`config.mk`:
```
export PLATFORM = sky130hd
export DESIGN_NAME = nonce_sweep_ctrl
export DESIGN_NICKNAME = d
export VERILOG_FILES = /design/src/rtl/bitcoin_pkg.sv /design/src/rtl/nonce_hit_tracker.sv /design/src/rtl/nonce_sweep_ctrl.sv
export SDC_FILE = /design/constraint.sdc
export NUM_CORES = 1
export LEC_CHECK = 0
export ABC_AREA = 1
export CORE_MARGIN = 2
export CORE_UTILIZATION = 54
export DETAILED_ROUTE_END_ITERATION = 12
export GPL_ROUTABILITY_DRIVEN = 0
export HOLD_SLACK_MARGIN = 0.1
export PLACE_DENSITY = 0.95
export SLEW_MARGIN = 0
export SYNTH_ARGS = -nofsm -noshare
export SYNTH_HDL_FRONTEND = slang
export SYNTH_SLANG_ARGS = --single-unit
```
`constraint.sdc`:
```
create_clock -name clk -period 3.9 [get_ports clk]
set_input_delay 0.975 -clock clk [delete_from_list [all_inputs] [get_ports clk]]
set_output_delay 0.975 -clock clk [all_outputs]
set_load 0.02 [all_outputs]
```
`src/rtl/bitcoin_pkg.sv`:
```
// Shared definitions for the nonce sweep controller and its hash core.
`timescale 1ns/1ps
package bitcoin_pkg;

  // Number of nonces the hash core covers per run.
  localparam int unsigned NONCES_PER_BATCH = 16;

  // Sweep controller states.
  typedef enum logic [1:0] {
    ST_IDLE   = 2'd0,
    ST_LAUNCH = 2'd1,
    ST_WAIT   = 2'd2,
    ST_FINISH = 2'd3
  } sweep_state_e;

  // SHA-256 initial hash values used by the hash core.
  localparam logic [31:0] SHA256_H0_INIT = 32'h6a09e667;
  localparam logic [31:0] SHA256_H1_INIT = 32'hbb67ae85;
  localparam logic [31:0] SHA256_H2_INIT = 32'h3c6ef372;
  localparam logic [31:0] SHA256_H3_INIT = 32'ha54ff53a;
  localparam logic [31:0] SHA256_H4_INIT = 32'h510e527f;
  localparam logic [31:0] SHA256_H5_INIT = 32'h9b05688c;
  localparam logic [31:0] SHA256_H6_INIT = 32'h1f83d9ab;
  localparam logic [31:0] SHA256_H7_INIT = 32'h5be0cd19;

endpackage

```
`src/rtl/nonce_hit_tracker.sv`:
```
// Compares each core result against the target and captures the first hit.
`timescale 1ns/1ps
module nonce_hit_tracker (
  input  logic        clk,
  input  logic        reset_n,
  input  logic        clear_i,
  input  logic        res_valid_i,
  input  logic [3:0]  res_idx_i,
  input  logic [31:0] res_h0_i,
  input  logic [31:0] base_i,
  input  logic [31:0] target_i,
  output logic        found_o,
  output logic [31:0] found_nonce_o,
  output logic [31:0] found_h0_o
);

  logic        found_q, found_d;
  logic [31:0] nonce_q, nonce_d;
  logic [31:0] h0_q, h0_d;
  logic        hit;

  // Strict unsigned compare: a zero target can never hit.
  assign hit = res_valid_i && (res_h0_i < target_i);

  // Clear has priority; only the first hit after a clear is kept.
  always_comb begin
    found_d = found_q;
    nonce_d = nonce_q;
    h0_d    = h0_q;
    if (clear_i) begin
      found_d = 1'b0;
      nonce_d = '0;
      h0_d    = '0;
    end else if (hit && !found_q) begin
      found_d = 1'b1;
      nonce_d = base_i + {28'd0, res_idx_i};
      h0_d    = res_h0_i;
    end
  end

  // Hit record registers.
  always_ff @(posedge clk or negedge reset_n) begin
    if (!reset_n) begin
      found_q <= 1'b0;
      nonce_q <= '0;
      h0_q    <= '0;
    end else begin
      found_q <= found_d;
      nonce_q <= nonce_d;
      h0_q    <= h0_d;
    end
  end

  assign found_o       = found_q;
  assign found_nonce_o = nonce_q;
  assign found_h0_o    = h0_q;

endmodule

```
`src/rtl/nonce_sweep_ctrl.sv`:
```
// Nonce sweep controller: launches hash-core runs over consecutive nonce
// batches until a hit, an abort, or the requested batch count is reached.
`timescale 1ns/1ps
module nonce_sweep_ctrl #(
  parameter int unsigned NONCES_PER_BATCH = bitcoin_pkg::NONCES_PER_BATCH,
  parameter int unsigned CNT_W            = 16
) (
  input  logic             clk,
  input  logic             reset_n,
  input  logic             cmd_valid,
  output logic             cmd_ready,
  input  logic [31:0]      start_nonce,
  input  logic [CNT_W-1:0] batch_count,
  input  logic [31:0]      target,
  input  logic             abort,
  output logic             core_start,
  output logic [31:0]      core_nonce_base,
  input  logic             res_valid,
  input  logic [3:0]       res_idx,
  input  logic [31:0]      res_h0,
  input  logic             core_done,
  output logic             busy,
  output logic             sweep_done,
  output logic             found,
  output logic [31:0]      found_nonce,
  output logic [31:0]      found_h0,
  output logic             aborted,
  output logic [CNT_W-1:0] batches_run
);

  import bitcoin_pkg::*;

  sweep_state_e     state_q, state_d;
  logic [31:0]      base_q, base_d;
  logic [31:0]      target_q, target_d;
  logic [CNT_W-1:0] batch_q, batch_d;
  logic [CNT_W-1:0] runs_q, runs_d;
  logic             aborted_q, aborted_d;
  logic             pend_q, pend_d;
  logic             cmd_ready_q, busy_q, core_start_q, sweep_done_q;
  logic             accept, trk_valid, trk_found;

  assign accept    = (state_q == ST_IDLE) && cmd_valid;
  assign trk_valid = res_valid && (state_q == ST_WAIT) && !pend_q;

  nonce_hit_tracker u_hit (
    .clk           (clk),
    .reset_n       (reset_n),
    .clear_i       (accept),
    .res_valid_i   (trk_valid),
    .res_idx_i     (res_idx),
    .res_h0_i      (res_h0),
    .base_i        (base_q),
    .target_i      (target_q),
    .found_o       (trk_found),
    .found_nonce_o (found_nonce),
    .found_h0_o    (found_h0)
  );

  // Next-state logic. core_done only arms pend_q; the continue/stop decision
  // is taken the following cycle so a hit arriving with core_done is already
  // visible in trk_found.
  always_comb begin
    state_d   = state_q;
    base_d    = base_q;
    target_d  = target_q;
    batch_d   = batch_q;
    runs_d    = runs_q;
    aborted_d = aborted_q;
    pend_d    = pend_q;
    unique case (state_q)
      ST_IDLE: begin
        if (cmd_valid) begin
          base_d    = start_nonce;
          target_d  = target;
          batch_d   = batch_count;
          runs_d    = '0;
          aborted_d = 1'b0;
          state_d   = (batch_count == '0) ? ST_FINISH : ST_LAUNCH;
        end
      end
      ST_LAUNCH: begin
        pend_d  = 1'b0;
        state_d = ST_WAIT;
      end
      ST_WAIT: begin
        if (pend_q) begin
          pend_d = 1'b0;
          if (trk_found || abort || (runs_q == batch_q)) begin
            aborted_d = !trk_found && abort && (runs_q != batch_q);
            state_d   = ST_FINISH;
          end else begin
            state_d = ST_LAUNCH;
          end
        end else if (core_done) begin
          runs_d = runs_q + CNT_W'(1);
          base_d = base_q + 32'(NONCES_PER_BATCH);
          pend_d = 1'b1;
        end
      end
      ST_FINISH: begin
        state_d = ST_IDLE;
      end
      default: state_d = ST_IDLE;
    endcase
  end

  // State, latched command and registered outputs.
  always_ff @(posedge clk or negedge reset_n) begin
    if (!reset_n) begin
      state_q      <= ST_IDLE;
      base_q       <= '0;
      target_q     <= '0;
      batch_q      <= '0;
      runs_q       <= '0;
      aborted_q    <= 1'b0;
      pend_q       <= 1'b0;
      cmd_ready_q  <= 1'b1;
      busy_q       <= 1'b0;
      core_start_q <= 1'b0;
      sweep_done_q <= 1'b0;
    end else begin
      state_q      <= state_d;
      base_q       <= base_d;
      target_q     <= target_d;
      batch_q      <= batch_d;
      runs_q       <= runs_d;
      aborted_q    <= aborted_d;
      pend_q       <= pend_d;
      cmd_ready_q  <= (state_d == ST_IDLE);
      busy_q       <= (state_d != ST_IDLE);
      core_start_q <= (state_d == ST_LAUNCH);
      sweep_done_q <= (state_q == ST_FINISH);
    end
  end

  assign cmd_ready       = cmd_ready_q;
  assign busy            = busy_q;
  assign core_start      = core_start_q;
  assign sweep_done      = sweep_done_q;
  assign core_nonce_base = base_q;
  assign found           = trk_found;
  assign aborted         = aborted_q;
  assign batches_run     = runs_q;

endmodule

```
Word-level counts from Yosys, hierarchy flattened

Cells that the tools add are included.
Widths: inputs -> output; s select.

Register bits: 169
Input port bits: 122
Output and inout port bits: 118
Word-level logic and storage cells: 76

$add $sub $neg: 3
$lt $le $gt $ge: 1
Equal/unequal tests: 11
Mux-type cells: 26
Reductions and logical operators: 21

Operators with widths:

| kind                  | number |
|---|---|
| $mux 32               | 7 |
| $pmux 32 s2           | 1 |
| $mux 16               | 3 |
| $add 32x4->32         | 1 |
| $add 32x5->32 const B | 1 |
| $lt 32x32->1          | 1 |
| $pmux 16 s2           | 1 |
| $add 16x1->16 const B | 1 |
| $eq 16x16->1          | 1 |
| $logic_not 16->1      | 1 |
| $ne 16x16->1          | 1 |
| $mux 2                | 4 |
| $ne 2x2->1 const B    | 4 |
| $pmux 2 s4            | 1 |
| $reduce_and 4->1      | 2 |
| $reduce_bool 2->1     | 4 |
| $logic_and 1x1->1     | 7 |
| $mux 1                | 7 |
| $eq 2x1->1 const B    | 2 |
| $eq 2x2->1 const B    | 2 |
| $logic_not 2->1       | 2 |
| $pmux 1 s2            | 2 |
| $logic_not 1->1       | 2 |
| $logic_or 1x1->1      | 2 |
| 2 further kinds       | 2 |

Longest topological paths before layout

Word-level depth: 7
Mapped depth: 16
Depth with buffers taken out: 15

Hierarchy

A second synthesis with hierarchy kept.

Cell total of the unflattened synthesis: 1483
Area total of the unflattened synthesis: 10552.6 µm²

Modules (own cells, without submodules):

| module            | instances | cells an instance | area an instance (µm²) | seq. area each (µm²) |
|---|---|---|---|---|
| nonce_sweep_ctrl  | 1         | 774               | 5705.5                 | 2603.7 |
| nonce_hit_tracker | 1         | 709               | 4847.1                 | 1626.6 |

Least setup slack after synthesis

OpenSTA, ideal clock, no wires.

Path type: in2reg
From: input port res_idx[0]
To: register u_hit.nonce_q[28], in the netlist u_hit.found_nonce_o[28]
Setup time: 0.117 ns
Data arrival time: 2.344 ns
Data required time: 3.783 ns
Slack: 1.439 ns
Stages: 11
Buffers on the path: 0
Cell sequence: ha_1 > inv_1 > fa_1 > inv_1 > a31oi_4 > inv_1 > nand4_1 > xor2_1 > nor2_1 > nand2_1 > nand2_1

Cells in the longest elaborated chain, start to end: 3

Ends and longest elaborated chain:

| element                | RTL line                | source |
|---|---|---|
| start: declaration     | nonce_sweep_ctrl.sv:19  | `input logic [3:0] res_idx,` |
| $add 32x4->32          | nonce_hit_tracker.sv:36 | `nonce_d = base_i + {28'd0, res_idx_i};` |
| $mux 32                | nonce_hit_tracker.sv:34 | `end else if (hit && !found_q) begin` |
| $mux 32                | nonce_hit_tracker.sv:30 | `if (clear_i) begin` |
| end signal: assignment | nonce_hit_tracker.sv:49 | `nonce_q <= nonce_d;` |
| end: declaration       | nonce_hit_tracker.sv:18 | `logic [31:0] nonce_q, nonce_d;` |

Every way passes these cells. The select of a mux whose other input is x is not followed.
A chain may end at the register's enable or synchronous reset.

Worst setup path after layout

From: register state_q[0]
To: register runs_q[6], in the netlist batches_run[6]

Cells in the longest elaborated chain, start to end: 3
Elaborated cells between the ends (all ways): 8
Classes of those cells: eq/ne: 4; mux: 1; reduce/logical: 3

Ends and longest elaborated chain:

| element                                                                 | RTL line                | source |
|---|---|---|
| start: declaration                                                      | nonce_sweep_ctrl.sv:33  | `sweep_state_e state_q, state_d;` |
| start signal: assignment                                                | nonce_sweep_ctrl.sv:123 | `state_q <= state_d;` |
| $eq 2x2->1 / $logic_not 2->1 (equally long branches)                    | nonce_sweep_ctrl.sv:71  | `unique case (state_q)` |
| $ne 2x2->1 (no source line) / $reduce_bool 2->1 (equally long branches) | n/a                     |  |
| $reduce_and 4->1 (no source line)                                       | n/a                     |  |
| end signal: assignment                                                  | nonce_sweep_ctrl.sv:127 | `runs_q <= runs_d;` |
| end: declaration                                                        | nonce_sweep_ctrl.sv:37  | `logic [CNT_W-1:0] runs_q, runs_d;` |

Several ways; a longest one is shown, not always the timed one.

==> impl_metrics.ini <==
[power]
ir_drop_mv = 0.384
p_leak_uw = 0.00610
powerDensity_nw_per_um2 = 785

[synth]
synthFlopType = dfrtp_1
syn_area_per_cell_um2 = 7.60
seq_area_frac_synth = 0.442
synthCells = 1258
synth_top_family_by_area = simple AND/OR/NAND/NOR gates
ys_async_sr_fraction = 1.00
synth.distinct_cells = 43
synthAdderAreaFrac = 0.0544
yosysWarningCount = 0
synth_xor_area_frac = 0.0421
synth_edf_count = 0
synthSimpleGateAreaFrac = 0.294
synth.area.mux_share = 0
synthesis.area_um2 = 9560
yosysTopAreaCell = dfrtp_1
synth_nets = 1421
synth_compound_area_frac = 0.0862
ys_seq_elements = 169
yosysTopAreaCellShare = 0.440
yosys-top-cells-area = dfrtp_1 44%, nand2_1 14%, inv_1 5.6%, nand3_1 5.3%, ha_1 5.2%

[floorplanning]
core_area_um2 = 17300
ioPinCount = 240
start_util = 0.553
dieArea_um2 = 18800
die_x_um = 137
std_cell_rows = 48
fp.dieH_um = 137

[clock_tree]
insertion_delay_ns = 0.43
cts_setup_buffers = 0
cts.sinks = 169
postCtsResizedCells = 0
cts_buffers = 17
clk_path_buf_depth = 2
cts_max_level = 4
hold_buffers = 0
path_clk_slew_ns = 0.06
cts_tree = yes
root_buffer = clkbuf_16

[cells_and_area]
layout.nets = 1641
mostFrequentLayoutCell = nand2_1
nFillCells = 1218
finalCoreUtilization = 0.741
area_growth_pct = 34.1
drive_above_1_share = 0.0557
most-common-layout-cells = 346 x nand2_1, 238 x clkdlybuf4s50_1, 168 x dfrtp_1
fin_area_um2 = 12800

[global_route]
grt_overflow = 0
grt_usage = 0.327
grt_pass1_vias = 9700
grt_pass1_wl_um = 47600
antenna_found_initial = 2
grt_max_degree = 73

[sta]
finalHoldViolCount = 0
max_freq_mhz = 317
tightest_slew_ns = 0.814
slew_viol_final = 0
max_slew_margin = 0.453
worst_clock_skew_ns = 0.00993
min_period_ns = 3.16
setup_violations = 0
rsz0062_at_grt = no
fin_crit_sh = 0.809
tns_ns = 0

[place]
place_area_um2 = 12200
io_buffers = 239
dp_hpwl_um = 21800

[worst_setup_path]
endpoint_kind = flip-flop
path_class = reg2reg
critPathMaxFanout = 23
critPathLaunchType = flip-flop
arrival_ns = 3.45
required_ns = 4.20

[routing]
final_antenna_net_count = 0
drtPass1Iterations = 7
vias_per_cell = 5.65
route.vias.total = 9700
drt_iter0_drc = 930
wire_per_inst_um = 17.6
drc_errors = 0
routed_wl_um = 30300

[flow_run]
cap_viol_max_count = 0

[worst_hold_path]
hold_path_class = reg2reg

[outcome]
status = finished, final reports clean
## routing by layer
layer  GRT usage  vias up  routed length (µm)
met5           0        -                   0
met4       0.184        0                1660
met3      0.0915      154                3200
met2       0.532      586               14200
met1       0.389     4496               11200
li1            -     4464                   -
## Yosys cell counts (all sizes together) (2+ instances only)
master  count
a22oi      13
clkbuf     25
nor2      140
nor4        7
a31oi       3
nor3       29
o31ai       4
ha         40
nor3b       4
a21oi      34
o22ai       4
nand4      12
xor2       41
inv       151
xnor2       5
o21ai      75
nand3     105
nand3b      3
or2         4
nand2     351
dfrtp     168
a211oi      2
a32oi       2
buf        24
o211ai      3
## critical path, cell delays in order, from the launching register on
cell     delay (ns)
dfrtp_1        0.38
inv_1          0.11
ha_1           0.71
inv_1          0.47
o21ai_2        0.50
inv_1          0.46
a21oi_1        0.29
nor3_1         0.08
## logic make-up (layout without fill, tap and decap cells)
logic type / count (synthesis) / count (layout)
AOI/OAI and AO/OA: 144 / 144
xor gates and xnor gates: 46 / 46
adders and majority gates: 41 / 41
buffers and inverters: 201 / 434
DFF: 169 / 169
other: 0 / 1
and+or+nand+nor: 657 / 657
## path summary, 6_finish.rpt
| path | startpoint | slack [ns] | cells after the start | endpoint |
|---|---|---|---|---|
| hold / removal | u_hit.found_nonce_o[6] | 0.50 | 2 | u_hit.found_nonce_o[6] |
| setup / recovery | state_q[0] | 0.74 | 7 | batches_run[6] |
| hold reg to reg | u_hit.found_nonce_o[6] | 0.50 | 2 | u_hit.found_nonce_o[6] |
| setup reg to reg | state_q[0] | 0.74 | 7 | batches_run[6] |
| max in group asynchronous | reset_n | 2.51 | 2 | core_nonce_base[18] |
| min in group asynchronous | reset_n | 0.56 | 1 | target_q[14] |
## metrics by stage
stage                     worst slack [ns]  cells  hold WS, ns  power [µW]
after floorplan                       1.44   1258        0.449        6020
after global routing                 0.534   1717        0.518       10700
final                                0.744   1717        0.504       10100
after CTS                            0.841   1716        0.506       10000
after global placement               0.560   1684        0.468        7830
after detailed placement             0.465   1684        0.489        8050
## cell type report
cell class | instances | area (µm²) | share of cell area
flip-flops and latches | 169 | 4230 | 0.330
repair buffers | 250 | 2500 | 0.195
well taps | 225 | 282 | 0.0220
multi-input cells | 888 | 4570 | 0.356
inverters | 152 | 573 | 0.0447
clock inverters | 10 | 189 | 0.0147
diodes | 1 | 2.50 | 0.000195
clock buffers | 22 | 474 | 0.0370
## flip-flops by register name (all words and copies together) (netlist names)
signal and cells:
aborted 1, batch_q 16, batches_run 16, busy 1, cmd_ready 1, core_nonce_base 32
core_start 1, pend_q 1, state_q 2, sweep_done 1, target_q 32, u_hit.found_h0_o 32
u_hit.found_nonce_o 32, u_hit.found_o 1
## power breakdown
part | internal, µW | total, µW | leakage (µW) | switching (µW)
Clock | 1190 | 1900 | 0.000321 | 709
Sequential | 2500 | 3150 | 0.00213 | 650
Combinational | 1940 | 5020 | 0.00365 | 3070
Total | 5630 | 10100 | 0.00610 | 4430
(Power assumes the default switching activity.)
